File: src/rtl/dsd_pkg.sv
// Shared types and constants for the dot-product sequencer and its operand FIFO.
package dsd_pkg;

  localparam int unsigned OPERAND_W = 8;
  localparam int unsigned PRODUCT_W = 16;
  localparam int unsigned PAIR_W    = 2 * OPERAND_W + 1;

  // Sequencer states
  typedef enum logic [1:0] {
    ST_IDLE  = 2'd0,
    ST_ISSUE = 2'd1,
    ST_WAIT  = 2'd2,
    ST_EMIT  = 2'd3
  } state_e;

  // One FIFO entry: {last, x, y}
  typedef struct packed {
    logic                 last;
    logic [OPERAND_W-1:0] x;
    logic [OPERAND_W-1:0] y;
  } pair_t;

endpackage

File: src/rtl/operand_fifo.sv
// Synchronous operand-pair FIFO, DEPTH entries of {last, x, y}.
// Ports:
//   clk, reset  - clock, async active-high reset
//   push_i      - write wdata_i (ignored when full, even if popping)
//   pop_i       - drop the head entry (ignored when empty)
//   wdata_i     - entry to write
//   head_o      - current head entry, read from the storage registers
//   full_o      - no free entries
//   empty_o     - no stored entries
module operand_fifo
  import dsd_pkg::*;
#(
  parameter int unsigned DEPTH = 4
) (
  input  logic  clk,
  input  logic  reset,
  input  logic  push_i,
  input  logic  pop_i,
  input  pair_t wdata_i,
  output pair_t head_o,
  output logic  full_o,
  output logic  empty_o
);

  localparam int unsigned AW = $clog2(DEPTH);

  pair_t        mem_q [DEPTH];
  logic [AW:0]  wr_ptr_q;
  logic [AW:0]  rd_ptr_q;
  logic         do_push;
  logic         do_pop;

  // Extra pointer MSB separates full from empty when the addresses match
  assign empty_o = (wr_ptr_q == rd_ptr_q);
  assign full_o  = (wr_ptr_q[AW] != rd_ptr_q[AW]) &&
                   (wr_ptr_q[AW-1:0] == rd_ptr_q[AW-1:0]);
  assign do_push = push_i && !full_o;
  assign do_pop  = pop_i && !empty_o;
  assign head_o  = mem_q[rd_ptr_q[AW-1:0]];

  // Storage and pointers
  always_ff @(posedge clk or posedge reset) begin
    if (reset) begin
      wr_ptr_q <= '0;
      rd_ptr_q <= '0;
      for (int i = 0; i < int'(DEPTH); i++) begin
        mem_q[i] <= '0;
      end
    end else begin
      if (do_push) begin
        mem_q[wr_ptr_q[AW-1:0]] <= wdata_i;
        wr_ptr_q                <= wr_ptr_q + (AW+1)'(1);
      end
      if (do_pop) begin
        rd_ptr_q <= rd_ptr_q + (AW+1)'(1);
      end
    end
  end

endmodule

File: src/rtl/dot_product_seq.sv
// Dot-product sequencer: buffers signed operand pairs, issues each pair to an
// external shift-and-add multiplier via start/done, accumulates the products
// and emits one result per vector (vector ends on in_last).
// Build option: DOT_PRODUCT_SAT_EN - clamp the accumulator instead of wrapping
// and report a sticky out_sat per vector.
// Ports:
//   clk, reset                 - clock, async active-high reset
//   in_valid/in_ready          - operand pair handshake (in_ready = !full)
//   in_x, in_y, in_last        - signed operands, end-of-vector marker
//   mul_start                  - one-cycle start pulse to the multiplier
//   mul_x, mul_y               - operands held stable from ISSUE to WAIT exit
//   mul_product, mul_done      - signed product, done level from multiplier
//   out_valid/out_ready        - result handshake
//   out_acc, out_count, out_sat- dot product, pair count mod 256, saturation
//   busy                       - not idle or FIFO not empty
module dot_product_seq
  import dsd_pkg::*;
#(
  parameter int unsigned DEPTH = 4,
  parameter int unsigned ACC_W = 24
) (
  input  logic                 clk,
  input  logic                 reset,
  input  logic                 in_valid,
  output logic                 in_ready,
  input  logic [OPERAND_W-1:0] in_x,
  input  logic [OPERAND_W-1:0] in_y,
  input  logic                 in_last,
  output logic                 mul_start,
  output logic [OPERAND_W-1:0] mul_x,
  output logic [OPERAND_W-1:0] mul_y,
  input  logic [PRODUCT_W-1:0] mul_product,
  input  logic                 mul_done,
  output logic                 out_valid,
  input  logic                 out_ready,
  output logic [ACC_W-1:0]     out_acc,
  output logic [7:0]           out_count,
  output logic                 out_sat,
  output logic                 busy
);

  state_e                  state_q;
  logic [OPERAND_W-1:0]    mul_x_q;
  logic [OPERAND_W-1:0]    mul_y_q;
  logic                    last_q;
  logic                    mul_start_q;
  logic                    out_valid_q;
  logic signed [ACC_W-1:0] acc_q;
  logic [7:0]              count_q;

  pair_t                   in_pair;
  pair_t                   head;
  logic                    fifo_full;
  logic                    fifo_empty;
  logic                    fifo_pop;
  logic signed [ACC_W-1:0] prod_ext;
  logic signed [ACC_W-1:0] acc_d;

  assign in_pair  = '{last: in_last, x: in_x, y: in_y};
  assign fifo_pop = (state_q == ST_IDLE) && !fifo_empty;

  operand_fifo #(
    .DEPTH (DEPTH)
  ) u_fifo (
    .clk     (clk),
    .reset   (reset),
    .push_i  (in_valid),
    .pop_i   (fifo_pop),
    .wdata_i (in_pair),
    .head_o  (head),
    .full_o  (fifo_full),
    .empty_o (fifo_empty)
  );

  assign prod_ext = ACC_W'($signed(mul_product));

`ifdef DOT_PRODUCT_SAT_EN
  localparam logic signed [ACC_W-1:0] ACC_MAX = {1'b0, {(ACC_W-1){1'b1}}};
  localparam logic signed [ACC_W-1:0] ACC_MIN = {1'b1, {(ACC_W-1){1'b0}}};

  logic                  sat_q;
  logic signed [ACC_W:0] sum_wide;
  logic                  ovf;

  // One guard bit: overflow when the top two sum bits disagree
  assign sum_wide = (ACC_W+1)'(acc_q) + (ACC_W+1)'(prod_ext);
  assign ovf      = sum_wide[ACC_W] ^ sum_wide[ACC_W-1];
  assign acc_d    = ovf ? (sum_wide[ACC_W] ? ACC_MIN : ACC_MAX)
                        : sum_wide[ACC_W-1:0];
  assign out_sat  = sat_q;
`else
  assign acc_d    = acc_q + prod_ext;
  assign out_sat  = 1'b0;
`endif

  assign in_ready  = !fifo_full;
  assign busy      = (state_q != ST_IDLE) || !fifo_empty;
  assign mul_start = mul_start_q;
  assign mul_x     = mul_x_q;
  assign mul_y     = mul_y_q;
  assign out_valid = out_valid_q;
  assign out_acc   = acc_q;
  assign out_count = count_q;

  // Sequencer FSM with registered outputs
  always_ff @(posedge clk or posedge reset) begin
    if (reset) begin
      state_q     <= ST_IDLE;
      mul_x_q     <= '0;
      mul_y_q     <= '0;
      last_q      <= 1'b0;
      mul_start_q <= 1'b0;
      out_valid_q <= 1'b0;
      acc_q       <= '0;
      count_q     <= '0;
`ifdef DOT_PRODUCT_SAT_EN
      sat_q       <= 1'b0;
`endif
    end else begin
      mul_start_q <= 1'b0;
      case (state_q)
        ST_IDLE: begin
          if (!fifo_empty) begin
            mul_x_q     <= head.x;
            mul_y_q     <= head.y;
            last_q      <= head.last;
            mul_start_q <= 1'b1;
            state_q     <= ST_ISSUE;
          end
        end
        ST_ISSUE: begin
          state_q <= ST_WAIT;
        end
        ST_WAIT: begin
          // Done is cleared by the multiplier on the ISSUE edge, so it is fresh here
          if (mul_done) begin
            acc_q   <= acc_d;
            count_q <= count_q + 8'd1;
`ifdef DOT_PRODUCT_SAT_EN
            sat_q   <= sat_q | ovf;
`endif
            if (last_q) begin
              out_valid_q <= 1'b1;
              state_q     <= ST_EMIT;
            end else begin
              state_q <= ST_IDLE;
            end
          end
        end
        ST_EMIT: begin
          if (out_ready) begin
            out_valid_q <= 1'b0;
            acc_q       <= '0;
            count_q     <= '0;
`ifdef DOT_PRODUCT_SAT_EN
            sat_q       <= 1'b0;
`endif
            state_q     <= ST_IDLE;
          end
        end
        default: state_q <= ST_IDLE;
      endcase
    end
  end

endmodule

File: config.mk
export PLATFORM = sky130hd
export DESIGN_NAME = dot_product_seq
export DESIGN_NICKNAME = d
export VERILOG_FILES = /design/src/rtl/dsd_pkg.sv /design/src/rtl/operand_fifo.sv /design/src/rtl/dot_product_seq.sv
export SDC_FILE = /design/constraint.sdc
export NUM_CORES = 1
export LEC_CHECK = 0
export CELL_PAD_IN_SITES_DETAIL_PLACEMENT = 0
export CELL_PAD_IN_SITES_GLOBAL_PLACEMENT = 1
export CORE_MARGIN = 2
export CORE_UTILIZATION = 30
export CTS_CLUSTER_DIAMETER = 200
export DETAILED_ROUTE_END_ITERATION = 7
export MAX_ROUTING_LAYER = met4
export PLACE_DENSITY = 0.66
export REMOVE_ABC_BUFFERS = 1
export SYNTH_ARGS = -nofsm -noshare
export SYNTH_HDL_FRONTEND = slang
export SYNTH_SLANG_ARGS = --single-unit
File: constraint.sdc
create_clock -name clk -period 3.85 [get_ports clk]
set_input_delay 0.77 -clock clk [delete_from_list [all_inputs] [get_ports clk]]
set_output_delay 0.77 -clock clk [all_outputs]
set_load 0.01 [all_outputs]
; After elaboration in Yosys (flattened, before gate mapping)
; Index checks and enable logic that the tools add are counted.
[word_totals]
ff_bits = 127
latchBits = 0
ramBits = 0
mem_bits_ro = 0
in_bits = 38
out_inout_bits = 53
elab_cells = 80
mem_count = 0
[op_classes]
n_addsub = 4
mul = 0
n_div = 0
order_cmp = 3
n_eq_ne = 10
shift = 0
mux = 23
bitwise = 3
reduce_logical = 15
[ops]
columns = operator, count
row1 = bitwise mux 68 bit, 1
row2 = 2-to-1 mux 17 bit, 3
row3 = 2-to-1 mux 24 bit, 2
row4 = case mux 24 bit (2 select lines), 1
row5 = binary-select mux 17 bit (select 2 bit), 1
row6 = demux 17 bit (select 2 bit), 1
row7 = adder 24 x 16 -> 24 bit, 1
row8 = 2-to-1 mux 8 bit, 2
row9 = case mux 8 bit (2 select lines), 1
row10 = "adder 8 x 1 -> 8 bit, second input constant", 1
row11 = 2-to-1 mux 2 bit, 4
row12 = "inequality test 2 bit, second input constant", 4
row13 = case mux 2 bit (4 select lines), 1
row14 = "adder 3 x 1 -> 3 bit, second input constant", 2
row15 = "greater-or-equal comparator 3 bit, second input constant", 2
row16 = inverter 2 -> 3 bit, 2
row17 = AND reduction 3 bit, 2
row18 = logical AND 1 bit, 5
row19 = 2-to-1 mux 1 bit, 5
row20 = "== test 2 bit, second input constant", 2
row21 = AND reduction 4 bit, 1
row22 = nonzero test 2 bit, 2
row23 = == test 3 bit, 1
row24 = "< comparator 3 x 1 -> 1 bit, second input constant", 1
row25 = 9 further kinds, 10

; Depth between registers and ports, before layout
; Gate-level depths: netlist (run 1).
[logic_depth]
ltp_word = 6
ltp_mapped = 9
depth_no_buf = 9

; Cells and area by module
; From an unflattened synthesis (run 1), not the netlist that was laid out.
[unflattened]
cells_unflattened = 515
area_unflattened_um2 = 6852.8
[modules_own_cells]
columns = mod, instances, cells_each, area_per_inst_um2, seq_area_each_um2
row1 = operand_fifo, 1, 208, 3606.0, 1851.8
row2 = dot_product_seq, 1, 307, 3246.9, 1326.3

; Worst setup path before layout (run 1)
; OpenSTA, ideal clock, no wires.
[synth_path]
path_kind = input port to flip-flop
startpoint = in mul_product[0]
endpoint = reg acc_q[18], in the netlist out_acc[18]
setup_time_ns = 0.130
arrival_time_ns = 2.561
required_time_ns = 3.720
setup_slack_ns = 1.160
cell_stages = 9
n_path_buf = 0
path_cell_list = ha_1 > fa_1 > a21oi_1 > o22ai_2 > o2111ai_1 > o211ai_2 > o31ai_2 > xnor2_1 > o21ai_1
[synth_via]
elab_chain_cells = 3
[synth_lines]
columns = item, line
row1 = start: declaration, dot_product_seq.sv:32  ; input logic [PRODUCT_W-1:0] mul_product,
row2 = adder 24 x 16 -> 24 bit, dot_product_seq.sv:92  ; assign acc_d = acc_q + prod_ext;
row3 = 2-to-1 mux 24 bit, dot_product_seq.sv:136  ; if (mul_done) begin
row4 = case mux 24 bit (2 select lines), dot_product_seq.sv:121  ; case (state_q)
row5 = end signal: assignment, dot_product_seq.sv:114  ; acc_q <= '0;
row6 = end signal: assignment, dot_product_seq.sv:137  ; acc_q <= acc_d;
row7 = end signal: assignment, dot_product_seq.sv:153  ; acc_q <= '0;
row8 = end: declaration, dot_product_seq.sv:48  ; logic signed [ACC_W-1:0] acc_q;
; No other way between the ends. The select of a mux whose other input is x is not followed.
; A chain may end at the register's enable or synchronous reset.

; Worst setup path after layout (run 1)
[layout_path]
startpoint = in mul_product[15]
endpoint = reg acc_q[22], in the netlist out_acc[22]
; Same word-level chain as after synthesis.

==> impl_metrics.tcl, run 1 <==
set metrics [dict create \
    timing.fmax_mhz 328 \
    ant_nets 0 \
    grt_usage_pct 14.6 \
    grt_pass1_wl_mm 25.9 \
    min_delay_worst_endpoint "u_fifo.rd_ptr_q[2]" \
    dp_slack_ns 0.430 \
    die_h_um 152 \
    synth_fa_ha_area_share_pct 5.81 \
    grt_overflow 0 \
    clk_path_buf_depth 2 \
    required_ns 4.20 \
    synth_top_family_by_area "multiplexers" \
    power_density_nw_per_um2 888 \
    wl_met3_um 758 \
    ff2ff_setup_slack_ns 1.30 \
    async_reset_ff_share_pct 100 \
    area_growth_syn_to_layout_pct 27.0 \
    fin_skew_ns 0.00911 \
    cts_tree "yes" \
    synth_xor_area_share_pct 4.50 \
    crit_arrival_ns 3.40 \
    wl_met2_mm 7.62 \
    yosys.area.top_type "dfrtp_1" \
    die_x_um 152 \
    start_util_pct 30.4 \
    grt_pass1_vias 4854 \
    first_iter_violations 217 \
    period_needed_ns 3.05 \
    synth_edf_count 0 \
    finalSetupViolCount 0 \
    grt_start_max_net_pins 55 \
    core_um2 21700 \
    synth_common_cells "127 x dfrtp_1, 86 x mux2_2, 42 x nand2_1" \
    clock-root-buffer "clkbuf_16" \
    seq_area_frac_synth_pct 48.2 \
    rows 54 \
    rr_endpoint "out_acc[18]" \
    r2r_cells 9 \
    io_pins 91 \
    critPathCaptureType "flop" \
    drc 0 \
    highest_layer "met4" \
    rsz0062_at_grt "false" \
    crit_fanout 11 \
    crit_type "in2reg" \
    post_cts_buffers 0 \
    viasPerCell 4.97 \
    ys_types 62 \
    hold_path.class "reg2reg" \
    drive_gt1_share_pct 26.1 \
    vdd_drop_max_mv 0.400 \
    antenna_found_initial 1 \
    yosysWarnings 0 \
    min_path_cells 1 \
    fin_util_pct 38.6 \
    synthTopCellsByArea "dfrtp_1 48%, mux2_2 15%, mux4_2 5.8%" \
    start_kind "input pin" \
    post_cts_resized 0 \
    cts_max_level 4 \
    fin_cells 912 \
    status "finished clean" \
    syn-instance-count 523 \
    dpl.cell_count 879 \
    synth_top_area_share_pct 48.2 \
    relSlewSlack_pct 55.4 \
    reg2reg_from "out_acc[0]" \
    clock_latency_ns 0.42 \
    drt_first_pass_iters 4 \
    portBuffers 89 \
    final_max_slew_viol_count 0 \
    nets 686 \
    fin_crit_sh_pct 79.3 \
    synth_compound_gate_area_share_pct 10.6 \
    cap_violations 0 \
    setup_slack_ns 0.797 \
    holdBufCountCts 0 \
    finish.instance_area_um2 8380 \
    vias 4535 \
    place_area_um2 7760 \
    yosysMostFrequentCell "dfrtp_1" \
    routed_wl_mm 15.9 \
    synth_ff_type "dfrtp_1" \
    place_congestion 0.834 \
    die_area_um2 23200 \
    synthMuxAreaShare_pct 20.5 \
    synth_seq_cells 127 \
    cts_num_sinks 127 \
    mappedNetlistArea_um2 6600 \
    cts.clk_slew.worst_paths_ns 0.06 \
    cts_made_buffers 17 \
    routedWlPerCell_um 17.5 \
    wl_met1_mm 7.37 \
    post-dp-hpwl_mm 10.8 \
    final-hold-violation-count 0 \
    avgSynthCellArea_um2 12.6 \
    worst_slew_pin_slew_ns 0.668 \
    p_total_uw 7440 \
    min_from "u_fifo.rd_ptr_q[2]" \
    leakagePower_uw 0.00354 \
    yosys.area_share.simple_pct 7.40 \
]
==> power by group <==
part           total (uW)  internal, uW  switching (uW)
combinational        3340          1800            1540
clock                1700          1050             652
sequential           2390          1980             411
total                7440          4830            2600
==> cell usage in the layout, fill, tap and decap left out, drive strengths merged, types with 3 or more instances in the layout <==
cell type	synthesis	layout
xor2	20	20
inv	8	14
o211ai	4	4
a211oi	3	3
dfrtp	127	127
and2	3	3
clkbuf	8	19
and3	3	3
mux2	86	86
clkdlybuf4s50	0	89
bufinv	0	3
nand2	46	46
clkinv	0	3
ha	29	29
buf	15	10
nor3	3	3
a31oi	7	7
nand3	8	8
or3	4	4
o21ai	34	34
nand4	4	4
o21bai	4	4
a21oi	22	22
nor2	19	19
a22o	3	3
mux4	17	17
xnor2	13	13
a21o	6	6
==> metal layers <==
| metal | vias up | global-route usage (%) |
|---|---|---|
| met1 | 2300 | 18.3 |
| li1 | 2106 | - |
| met4 | 0 | 4.05 |
| met3 | 16 | 3.98 |
| met2 | 113 | 23.3 |
| met5 | - | - |
==> flip-flops by register name (all words and copies together) (netlist names) <==
name,cells
mul_y,8
mul_x,8
out_acc,24
mul_start,1
u_fifo.rd_ptr_q,3
u_fifo.mem_q,68
last_q,1
state_q,2
u_fifo.wr_ptr_q,3
out_count,8
out_valid,1
==> layout make-up <==
cell class              count  area [um2]
repair buffers             99         966
multi-input cells         365        3230
fillers                  2065       13300
inverters                   8        32.5
flip-flops and latches    127        3180
diodes                      1        2.50
clock inverters            13         175
well taps                 280         350
clock buffers              19         443
==> how the worst max path moves through the flow <==
stage,startpoint,endpoint,cells past startpoint
floorplan,reset,last_q,1
global placement,mul_product[15],out_acc[22],8
detailed placement,mul_product[15],out_acc[22],8
CTS,mul_product[15],out_acc[22],8
global route,mul_product[15],out_acc[22],8
finish,mul_product[15],out_acc[22],8
==> logic make-up (layout without fill, tap and decap cells) <==
group	count (synthesis)	after routing
DFF	127	127
buffers and inverters	31	139
adders and majority gates	30	30
other	1	2
xor gates and xnor gates	33	33
and+or+nand+nor	99	99
muxes	103	103
AOI/OAI and AO/OA	99	99
==> per-stage QoR <==
step	hold WS (ns)	setup TNS (ns)
finish	0.485	0
global route	0.515	0
CTS	0.492	0
detailed placement	0.483	0
global placement	0.481	0
floorplan	0.464	-38.64
==> worst max-delay path, cell delays in order <==
cell	delay, ns
clkdlybuf4s50_1	0.68
ha_1	0.62
nand2_1	0.12
nor3_1	0.37
a221o_1	0.23
a31oi_1	0.05
or4b_1	0.48
nand4_1	0.08
Note: power is estimated with default switching activity, not from simulation.
==> run 2: changes to the inputs <==
--- a/config.mk
+++ b/config.mk
@@ -12,7 +12,7 @@
 export CTS_CLUSTER_DIAMETER = 200
 export DETAILED_ROUTE_END_ITERATION = 7
 export MAX_ROUTING_LAYER = met4
-export PLACE_DENSITY = 0.66
+export PLACE_DENSITY = 0.64
 export REMOVE_ABC_BUFFERS = 1
 export SYNTH_ARGS = -nofsm -noshare
 export SYNTH_HDL_FRONTEND = slang
==> constraint.sdc (replaced) <==
create_clock -name clk -period 3.1 [get_ports clk]
set_input_delay 0.62 -clock clk [delete_from_list [all_inputs] [get_ports clk]]
set_output_delay 0.62 -clock clk [all_outputs]
set_load 0.01 [all_outputs]
==> impl_metrics.tcl, run 2 (same netlist as run 1, synthesis figures left out) <==
set metrics [dict create \
    antenna_found_initial 1 \
    nets 695 \
    final_common_cell "dfrtp_1" \
    multi_input_area_um2 3230 \
    viasPerCell 4.90 \
    setup_slack_ns 0.352 \
    fin_crit_sh_pct 88.7 \
    pwr-share-seq_pct 32.3 \
    die_x_um 152 \
    rows 54 \
    drive_gt1_share_pct 27.2 \
    grt_start_max_net_pins 45 \
    final-hold-violation-count 0 \
    relSlewSlack_pct 26.2 \
    fill_cells 2055 \
    vdd_drop_max_mv 0.498 \
    timing.fmax_mhz 364 \
    routed_wl_mm 15.3 \
    area_growth_syn_to_layout_pct 28.1 \
    cts_made_buffers 17 \
    crit_type "in2reg" \
    required_ns 3.39 \
    leakagePower_uw 0.00358 \
    start_kind "input pin" \
    core_um2 21700 \
    place_congestion 0.835 \
    clk_path_buf_depth 2 \
    grt_pass1_wl_mm 25.8 \
    largest-register "u_fifo.mem_q" \
    place_area_um2 7850 \
    power.share.clock_pct 22.0 \
    hold_path.class "reg2reg" \
    cts.clk_slew.worst_paths_ns 0.06 \
    critPathCaptureType "flop" \
    largest_reg_flops 68 \
    first_iter_violations 210 \
    portBuffers 89 \
    io_pins 91 \
    p_comb_share_pct 45.7 \
    post_cts_resized 0 \
    cap_violations 0 \
    p_int_uw 6000 \
    final_cell_mix "127 x dfrtp_1, 89 x clkdlybuf4s50_1, 86 x mux2_2" \
    p_total_uw 9170 \
    post_cts_buffers 0 \
    fin_skew_ns 0.0130 \
    grt_overflow 0 \
    ant_nets 0 \
    status "finished clean" \
    finalSetupViolCount 0 \
    post-dp-hpwl_mm 10.7 \
    rsz0062_at_grt "false" \
    vias 4504 \
    final_max_slew_viol_count 0 \
    worst_slew_pin_slew_ns 1.10 \
    dp_slack_ns -0.118 \
    finish.instance_area_um2 8450 \
    start_util_pct 30.4 \
    cts_max_level 4 \
    crit_arrival_ns 3.03 \
    power.switching_uw 3160 \
    holdBufCountCts 0 \
    crit_fanout 5 \
    die_area_um2 23200 \
    fin_util_pct 39.0 \
    period_needed_ns 2.75 \
    grt_pass1_vias 4894 \
    die_h_um 152 \
    clock_latency_ns 0.42 \
    cts_tree "yes" \
    grt_usage_pct 14.3 \
    layout.area.seq_um2 3180 \
    cts_num_sinks 127 \
    clock-root-buffer "clkbuf_16" \
    power_density_nw_per_um2 1080 \
    drt_first_pass_iters 4 \
    p_sw_share_pct 34.5 \
    drc 0 \
    routedWlPerCell_um 16.7 \
]
==> run 2: layout make-up <==
| cell class | count | area share (%) |
|---|---|---|
| Clock buffer | 20 | 5.52 |
| Antenna cell | 1 | 0.0296 |
| Timing Repair Buffer | 108 | 12.5 |
| Sequential cell | 127 | 37.6 |
| Multi-Input combinational cell | 365 | 38.2 |
| Inverter | 8 | 0.385 |
| Clock inverter | 11 | 1.57 |
| Tap cell | 280 | 4.15 |
==> run 2: path summary, 6_finish.rpt <==
path	from	end	slack (ns)	depth (start not counted)
min reg2reg	u_fifo.rd_ptr_q[2]	u_fifo.rd_ptr_q[2]	0.50	1
max reg2reg	out_acc[0]	out_acc[18]	0.57	9
max	mul_product[0]	out_acc[18]	0.35	10
min	u_fifo.rd_ptr_q[2]	u_fifo.rd_ptr_q[2]	0.50	1
min in group asynchronous	reset	u_fifo.mem_q[51]	0.64	2
max in group asynchronous	reset	out_valid	1.80	3
==> run 2: power by group through the flow <==
stage                     combinational, uW  clock, uW  sequential (uW)
after global placement                 4180          0             2920
after detailed placement               4250          0             2990
after global routing                   4600       2130             3080
after floorplan                        2670          0             3040
final                                  4190       2020             2960
after CTS                              4270       2060             2970
==> run 2: worst max-delay path, stage by stage <==
cell,delay [ns]
clkdlybuf4s50_1,0.40
ha_1,0.22
fa_1,0.41
a21oi_1,0.22
o22ai_2,0.12
o2111ai_1,0.30
o211ai_2,0.21
o31ai_2,0.30
xnor2_1,0.15
o21ai_1,0.08
==> run 2: per-layer routing <==
layer / vias up / share of wire (%) / track usage (%)
li1: 2117 / - / -
met1: 2280 / 45 / 17.5
met2: 95 / 49 / 23.4
met3: 12 / 5.1 / 4.21
met4: 0 / 1.1 / 3.60
met5: - / 0 / -
==> run 2: per-stage QoR <==
stage / setup TNS, ns / hold slack, ns / std cells
after floorplan: -115.66 / 0.464 / 500
after global placement: -0.170 / 0.480 / 888
after detailed placement: -0.326 / 0.488 / 888
after CTS: 0 / 0.500 / 919
after global routing: 0 / 0.515 / 920
final: 0 / 0.497 / 920
